<file path="src/rtl/trigger_pulse_scheduler.sv">
// Purpose: reproduces remote WR triggers locally, delayed by a fixed link-compensation offset.
// Latency: target is queued 1 cycle after accept; pulse_o rises 1 cycle after local time equals the target.
// Backpressure: ts_ready_o drops once queued + in-flight targets reach g_fifo_depth; extra timestamps are dropped and flagged.
//
// Ports:
//   clk_ref_i, rst_n_i        : 125 MHz WR reference clock, asynchronous active-low reset
//   enable_i                  : block enable; low flushes queue and adder stage and stops the pulse
//   tm_time_valid_i, tm_tai_i, tm_cycles_i : local WR time (TAI seconds + cycles within the second)
//   ts_valid_i, ts_tai_i, ts_cycles_i, ts_ready_o : incoming remote trigger timestamps (valid/ready)
//   pulse_o                   : reproduced trigger pulse, g_pulse_width cycles wide
//   missed_o                  : 1-cycle strobe, a queued target was already in the past and was dropped
//   overflow_o                : 1-cycle strobe, a timestamp was offered while not ready and was dropped
//   fifo_count_o              : number of targets currently queued
module trigger_pulse_scheduler #(
  parameter int g_fifo_depth   = 16,
  parameter int g_delay_cycles = 2500,
  parameter int g_pulse_width  = 125,
  parameter int g_clk_freq     = 125000000
) (
  input  logic                              clk_ref_i,
  input  logic                              rst_n_i,
  input  logic                              enable_i,
  input  logic                              tm_time_valid_i,
  input  logic [39:0]                       tm_tai_i,
  input  logic [27:0]                       tm_cycles_i,
  input  logic                              ts_valid_i,
  input  logic [39:0]                       ts_tai_i,
  input  logic [27:0]                       ts_cycles_i,
  output logic                              ts_ready_o,
  output logic                              pulse_o,
  output logic                              missed_o,
  output logic                              overflow_o,
  output logic [$clog2(g_fifo_depth+1)-1:0] fifo_count_o
);

  localparam int CW = $clog2(g_fifo_depth + 1);
  localparam int AW = $clog2(g_fifo_depth);
  localparam int PW = $clog2(g_pulse_width + 1);

  typedef enum logic [1:0] {
    ST_IDLE,
    ST_ARMED,
    ST_FIRE
  } state_t;

  // ---------------------------------------------------------------------------
  // Adder stage: timestamp + fixed delay, carrying into TAI at the second wrap
  // ---------------------------------------------------------------------------
  logic [28:0] w_sum;
  logic        w_wrap;
  logic        w_accept;
  logic [CW:0] w_occ;

  logic        r_add_vld;
  logic [39:0] r_add_tai;
  logic [27:0] r_add_cyc;
  logic        r_overflow;

  // One extra bit so the sum of a full-range cycle field and the delay cannot overflow
  assign w_sum  = {1'b0, ts_cycles_i} + 29'(g_delay_cycles);
  assign w_wrap = (w_sum >= 29'(g_clk_freq));

  // The in-flight adder entry is counted so a push can never land in a full queue
  assign w_occ      = (CW + 1)'(fifo_count_o) + (CW + 1)'(r_add_vld);
  assign ts_ready_o = enable_i && (w_occ < (CW + 1)'(g_fifo_depth));
  assign w_accept   = ts_valid_i && ts_ready_o;

  always_ff @(posedge clk_ref_i or negedge rst_n_i) begin
    if (!rst_n_i) begin
      r_add_vld  <= 1'b0;
      r_add_tai  <= '0;
      r_add_cyc  <= '0;
      r_overflow <= 1'b0;
    end else begin
      // ts_ready_o is low while disabled, so this also flushes the stage
      r_add_vld  <= w_accept;
      r_overflow <= enable_i && ts_valid_i && !ts_ready_o;
      if (w_accept) begin
        if (w_wrap) begin
          r_add_cyc <= 28'(w_sum - 29'(g_clk_freq));
          r_add_tai <= ts_tai_i + 40'd1;
        end else begin
          r_add_cyc <= 28'(w_sum);
          r_add_tai <= ts_tai_i;
        end
      end
    end
  end

  // ---------------------------------------------------------------------------
  // Target queue
  // ---------------------------------------------------------------------------
  logic [67:0]   r_mem [g_fifo_depth];
  logic [AW-1:0] r_wr_ptr;
  logic [AW-1:0] r_rd_ptr;
  logic [CW-1:0] r_count;
  logic          w_push;
  logic          w_pop;
  logic          w_match;
  logic [67:0]   w_head;
  logic [67:0]   w_local;

  assign w_push       = r_add_vld && enable_i;
  assign w_head       = r_mem[r_rd_ptr];
  assign w_local      = {tm_tai_i, tm_cycles_i};
  assign fifo_count_o = r_count;

  state_t        r_state;
  logic          r_pulse;
  logic          r_missed;
  logic [PW-1:0] r_pcnt;

  // Head leaves the queue when it is due now or already past; TAI-major unsigned compare
  assign w_match = (w_local == w_head);
  assign w_pop   = enable_i && (r_state == ST_ARMED) && tm_time_valid_i &&
                   (r_count != '0) && (w_local >= w_head);

  always_ff @(posedge clk_ref_i) begin
    if (w_push) begin
      r_mem[r_wr_ptr] <= {r_add_tai, r_add_cyc};
    end
  end

  always_ff @(posedge clk_ref_i or negedge rst_n_i) begin
    if (!rst_n_i) begin
      r_wr_ptr <= '0;
      r_rd_ptr <= '0;
      r_count  <= '0;
    end else if (!enable_i) begin
      r_wr_ptr <= '0;
      r_rd_ptr <= '0;
      r_count  <= '0;
    end else begin
      if (w_push) r_wr_ptr <= r_wr_ptr + AW'(1);
      if (w_pop)  r_rd_ptr <= r_rd_ptr + AW'(1);
      case ({w_push, w_pop})
        2'b10:   r_count <= r_count + CW'(1);
        2'b01:   r_count <= r_count - CW'(1);
        default: r_count <= r_count;
      endcase
    end
  end

  // ---------------------------------------------------------------------------
  // Scheduler FSM
  // ---------------------------------------------------------------------------
  always_ff @(posedge clk_ref_i or negedge rst_n_i) begin
    if (!rst_n_i) begin
      r_state  <= ST_IDLE;
      r_pulse  <= 1'b0;
      r_missed <= 1'b0;
      r_pcnt   <= '0;
    end else if (!enable_i) begin
      r_state  <= ST_IDLE;
      r_pulse  <= 1'b0;
      r_missed <= 1'b0;
      r_pcnt   <= '0;
    end else begin
      // w_pop is only true in ARMED, so a late head is dropped and flagged from there only
      r_missed <= w_pop && !w_match;
      case (r_state)
        ST_IDLE: begin
          if ((r_count != '0) && tm_time_valid_i) r_state <= ST_ARMED;
        end
        ST_ARMED: begin
          if (w_pop && w_match) begin
            r_pulse <= 1'b1;
            r_pcnt  <= PW'(g_pulse_width - 1);
            r_state <= ST_FIRE;
          end else if (!tm_time_valid_i || (r_count == '0)) begin
            r_state <= ST_IDLE;
          end
        end
        ST_FIRE: begin
          // Runs off the clock alone so the width is exact even if WR time drops out
          if (r_pcnt == '0) begin
            r_pulse <= 1'b0;
            r_state <= tm_time_valid_i ? ST_ARMED : ST_IDLE;
          end else begin
            r_pcnt <= r_pcnt - PW'(1);
          end
        end
        default: r_state <= ST_IDLE;
      endcase
    end
  end

  assign pulse_o    = r_pulse;
  assign missed_o   = r_missed;
  assign overflow_o = r_overflow;

endmodule

</file>
<file path="config.mk">
export PLATFORM = sky130hd
export DESIGN_NAME = trigger_pulse_scheduler
export DESIGN_NICKNAME = d
export VERILOG_FILES = /design/src/rtl/trigger_pulse_scheduler.sv
export SDC_FILE = /design/constraint.sdc
export NUM_CORES = 1
export LEC_CHECK = 0
export CAP_MARGIN = 30
export CORE_MARGIN = 2
export CORE_UTILIZATION = 30
export DETAILED_ROUTE_END_ITERATION = 10
export PLACE_DENSITY_LB_ADDON = 0.1
export SETUP_SLACK_MARGIN = 0.4
export SLEW_MARGIN = 30
export SYNTH_ARGS = -nofsm -noshare
export SYNTH_HDL_FRONTEND = slang
export SYNTH_SLANG_ARGS = --single-unit
</file>
<file path="constraint.sdc">
create_clock -name clk_ref_i -period 8.5 [get_ports clk_ref_i]
set_clock_uncertainty 0.15 [all_clocks]
set_input_delay 1.7 -clock clk_ref_i [delete_from_list [all_inputs] [get_ports clk_ref_i]]
set_output_delay 1.7 -clock clk_ref_i [all_outputs]
set_load 0.01 [all_outputs]
</file>
# Yosys cells after proc, flatten, opt, wreduce, memory -nomap -nowiden
# Memories as Yosys holds them, arrays and structs flattened.
# Cells that the tools add are included.
# Widths: inputs -> output; s select.
# totals
reg_bits	94
ram_bits	1088
output_inout_bits	9
elab_cells	87
memories	1
# mem_list
memory	words	word_bits	rd	rd_clocked_by_memory_dff	write_ports	line	rtl
r_mem	16	68	1	0	1	93	logic [67:0] r_mem [g_fifo_depth];
# classes
addsub	9
magnitude_cmp	3
n_eq_ne	14
n_mux	26
n_reduce_logical	23
# op_table
cell	n
$eq 68x68->1	1
$ge 68x68->1	1
$add 40x1->40 const B	1
$mux 40	1
$add 28x12->29 const B	1
$ge 29x27->1 const B	1
$mux 28	1
$sub 28x27->28 const B	1
$mux 7	3
$mux 4	4
$pmux 7 s2	1
$logic_and 1x1->1	12
$mux 2	5
$pmux 5 s2	1
$ne 3x3->1 const B	3
$reduce_and 3->1	3
$add 4x1->4 const B	2
$logic_not 7->1	1
$mux 1	7
$sub 7x1->7 const B	1
$add 5x1->6	1
$lt 6x5->1 const B	1
$ne 3x1->1 const B	2
$pmux 2 s3	1
other kinds (14)	19

# Longest topological paths before layout
# depth
ltp_word	9
depth_mapped	28
mapped_depth_nobuf	25

# Worst setup path before layout
# Ideal clock, no wire load.
# synth_path
kind	reg2reg
from	register r_rd_ptr[0]
to	register r_count[3] (netlist: fifo_count_o[3])
arrival_time_ps	5793
required_ps	8221
slack_ps	2428
stages_incl_launch_ff	27
path_buffers	4
path_cell_list	dfrtp_1 clkbuf_1 clkbuf_1 clkbuf_1 buf_1 mux4_2 a221oi_1 ha_1 a21o_1 a21o_1 a21oi_1 o21ai_0 a221oi_1 o21bai_1 o221ai_1 nand2_1 nand3_1 inv_1 ha_1 a21o_1 a21oi_1 xor2_1 nor3_1 a21oi_1 o211ai_1 o21ai_0 o21ai_0
# synth_via
elab_chain_cells	6
elab_cells_between_ends	8
cone_classes	order compare (1); eq/ne (3); mux (2); reduce/logical (1); memory (1)
# synth_lines
element	line	rtl
start: declaration	95	logic [AW-1:0] r_rd_ptr;
start signal: assignment	135	if (w_pop) r_rd_ptr <= r_rd_ptr + AW'(1);
$mem_v2 16x68 *	-	
$ge 68x68->1 *	116	(r_count != '0) && (w_local >= w_head);
$logic_and 1x1->1 *	116	
$eq 2x1->1 or $eq 2x2->1 (tied branches)	136	case ({w_push, w_pop})
$pmux 5 s2	136	
$mux 5	129	end else if (!enable_i) begin
end signal: assignment	137	2'b10: r_count <= r_count + CW'(1);
end signal: assignment	138	2'b01: r_count <= r_count - CW'(1);
end signal: assignment	139	default: r_count <= r_count;
end: declaration	96	logic [CW-1:0] r_count;
# Every way passes the cells marked *; elsewhere a longest branch is shown, timed or not.
# A chain may end at the register's enable or synchronous reset.

# Worst setup path in the final report
# Ends and elaborated chain as after synthesis.

==> metrics.md <==
| Metric | Value |
|---|---|
| Synthesis Warnings | 0 |
| Commonest non-fill, non-tap cell in the layout | edfxtp_1 |
| Top library cells by usage in the layout, fill and taps aside | edfxtp_1, mux2i_1, clkdlybuf4s50_1 |
| Synthesized netlist net count | 3111 |
| CTS clock-pin slew for the worst setup and hold paths | 0.05 ns |
| Hold crit path type | flop to flop |
| Maximum capacitance violations | 0 |
| Worst R2R Start | r_rd_ptr[0] |
| Worst Max-Slew Pin Slew | 0.9833 ns |
| Post-detailed-routing wire length | 154.8 mm |
| Final hold violation count | 0 |
| Detailed placer's ending HPWL | 92.73 mm |
| Total of buffers placed on input and output ports | 149 |
| Crit path arrival time | 8.13 ns |
| Type of element capturing the critical path | flop |
| Vias per std cell | 5.136 |
| Post-route setup TNS | 0 ns |
| Total die area | 167500 sq um |
| Max-Slew Margin vs Limit | 0.3445 |
| Number of buffers between clock root and the deepest sink | 3 |
| Clock latency reported for the late side of the worst-skew pair | 0.75 ns |
| Critical path start-end classification | flop to flop |
| Most instantiated flip-flop cell in the synthesis netlist | edfxtp_1 |
| Number of iterations in the first detailed-routing pass | 5 |
| Power density over the cells | 228.1 nW/um^2 |
| Global placer's final weighted congestion | 0.7775 |
| P_leak | 0.01841 uW |
| Reg2Reg Capture Point | fifo_count_o[3] |
| Clock root buffer master | clkbuf_16 |
| Status | completed |
| Seq cells post-synth | 1182 |
| Slack of the critical path | 0.8433 ns |
| Residual DRC | 0 |
| Setup repair after global routing missed its margin | no |
| Worst Path Required | 8.97 ns |
| Achievable clock frequency | 130.6 MHz |
| DR iter-0 viols | 2156 |
| Largest area contributor in the synthesized netlist | edfxtp_1 |
| Vias | 27.76k |
| Total Routing Usage GR | 0.1832 |
| Reg2Reg Depth | 27 |
| Synth area leaders | edfxtp_1, mux4_2, dfrtp_1, mux2i_1, a221oi_1 |
| Largest driver fanout on the critical path | 62 |
| Routed Antenna Nets | 0 |
| Effective utilization at floorplan | 0.3024 |
| Layout net count | 3340 |
| Worst setup path startpoint | r_rd_ptr[0] |
| CP endpoint | fifo_count_o[3] |
| Total clock buffers created by CTS | 138 |
| Fraction of synthesized cell area taken by the top area cell type | 0.6631 |
| Mean instance size in the synthesized netlist | 17.07 sq um |
| Floorplan die height | 409.3 um |
| Total standard cell area after synthesis | 49270 sq um |
| TritonCTS Sinks | 1182 |
| Number of setup violations in the final report | 0 |
| Placeable Area | 163000 sq um |
| Wire length of the first global-routing pass | 218.8 mm |
| # IOs | 150 |
| Maximum vdd ir drop | 0.1965 mV |
| Final total power | 13250 uW |
| Number of antenna violations at the first check in global routing | 13 |
| Tmin final | 7.657 ns |
| Floorplan die width | 409.3 um |
| Seq/Total Area, Yosys | 0.7108 |
| Final Cycle Share | 0.9008 |
| Proportion of synthesized flip-flops having asynchronous set or reset | 0.07953 |
| CTS tree | done |
| Overall overflow remaining after global route | 0 |
| Clock H-tree levels | 4 |
| Standard-cell row count | 148 |
| Number of slew-limit violations in the final report | 0 |
| Type of origin of the critical path | flop |
| Largest net degree at the start of global routing | 80 |
| Post-Synthesis Cells | 2886 |
| Area growth from synthesis to layout | 17.89% |
| Ratio of cells with drive above 1 in the final layout | 0.1637 |
| Slack of the worst reg-to-reg path | 0.84 ns |
| Worst setup timing slack at the placement stage | 0.6782 ns |
| Number of enable flip-flop cells after synthesis | 1088 |
| Post-detailed-route wirelength per cell | 28.64 um |
| Distinct cells, synth | 71 |
| Via count of the first global-routing pass | 28.63k |
==> worst min path at each step <==
stage | to | cells after the start | startpoint | slack, ns
2_1_floorplan | r_pcnt[1] | 2 | r_pcnt[1] | 0.31
3_3_place_gp | r_pcnt[1] | 2 | r_pcnt[1] | 0.35
3_5_place_dp | r_pcnt[6] | 1 | r_pcnt[6] | 0.35
4_1_cts | r_pcnt[6] | 1 | r_pcnt[6] | 0.37
5_1_grt | r_pcnt[6] | 1 | r_pcnt[6] | 0.39
6_report | r_pcnt[6] | 1 | r_pcnt[6] | 0.36
==> power breakdown <==
part / internal (uW) / total (uW) / switching [uW]
Sequential: 6710 / 7050 / 340
Combinational: 256 / 593 / 337
Clock: 3220 / 5610 / 2400
Total: 10200 / 13200 / 3070
==> synthesized netlist by cell type (12+ instances only) <==
library cell,count
edfxtp_1,1088
nor3_1,21
mux2_2,70
ha_1,83
a21oi_1,104
mux2i_1,208
o211ai_1,13
nand3_1,34
buf_1,25
xor2_1,43
a21o_1,37
mux4_2,136
and3_1,12
o21ai_0,138
nand2_1,128
nand4_1,43
and2_1,21
clkbuf_1,113
nor2_1,46
dfrtp_1,94
inv_1,30
xnor2_1,45
a221oi_1,138
o21a_1,76
o21ai_1,21
==> per-stage QoR <==
step / cells / area, sq um / utilization / hold slack, ns
5_1_grt: 5402 / 58080 / 0.3564 / 0.3935
4_1_cts: 5401 / 58070 / 0.3564 / 0.3663
3_3_place_gp: 5146 / 53760 / 0.3299 / 0.3486
2_1_floorplan: 2886 / 49270 / - / 0.3139
3_5_place_dp: 5150 / 53820 / 0.3302 / 0.3535
6_report: 5404 / 58080 / 0.3564 / 0.3624
==> state kept, by name, indices dropped and copies added (netlist names), 2 cells and up <==
register / count
r_add_tai: 40
fifo_count_o: 5
r_rd_ptr: 4
r_add_cyc: 28
r_state: 2
r_wr_ptr: 4
r_mem: 1088
r_pcnt: 7
==> critical path: stages, from the launching register on <==
cell and delay, ns:
dfrtp_4 0.79, buf_12 0.43, buf_4 0.32, mux2_2 0.35, o21ai_0 0.15, a21oi_1 0.08
o21a_1 0.19, a221oi_1 0.53, ha_1 0.25, nand4_1 0.14, or3_1 0.39, o21a_1 0.19
o21ai_1 0.44, o21bai_1 0.50, o221ai_1 0.26, buf_4 0.24, nand2_1 0.10, nand3_1 0.17
inv_1 0.20, ha_1 0.26, a21o_1 0.18, a21oi_1 0.19, xor2_1 0.28, nor3_1 0.08
a21oi_1 0.14, o211ai_1 0.10, o21ai_0 0.22, o21ai_0 0.12
==> cell type report <==
class | instances | area (sq um)
inverter | 31 | 116.4
clock inverter | 73 | 589.3
tap | 2175 | 2721
sequential | 1182 | 35040
antenna | 3 | 7.507
clock buffer | 178 | 3665
timing repair buffer | 240 | 2349
multi-input combinational | 1522 | 13600
fill | 15380 | 104900
==> routing by layer <==
layer,share of wire,track usage
met4,0.018,0.03930
met1,0.46,0.2547
met5,0.00068,0
met3,0.052,0.03871
met2,0.47,0.2946
==> kinds of logic after synthesis <==
kind of cell / after synthesis / synth area share
AOI/OAI and AO/OA: 570 / 0.07875
xor gates and xnor gates: 89 / 0.01597
adders and majority gates: 84 / 0.02148
buffers and inverters: 182 / 0.01470
DFF: 1182 / 0.7108
muxes: 414 / 0.1204
and+or+nand+nor: 365 / 0.03784
==> what timing repair did <==
item                                    in CTS  in global routing
setup buffers                                0                  0
endpoints found under the setup margin       0                  2
gates resized for setup                      0                  1
hold buffers                                 0                  0
Note: power is estimated with default switching activity, not from simulation.
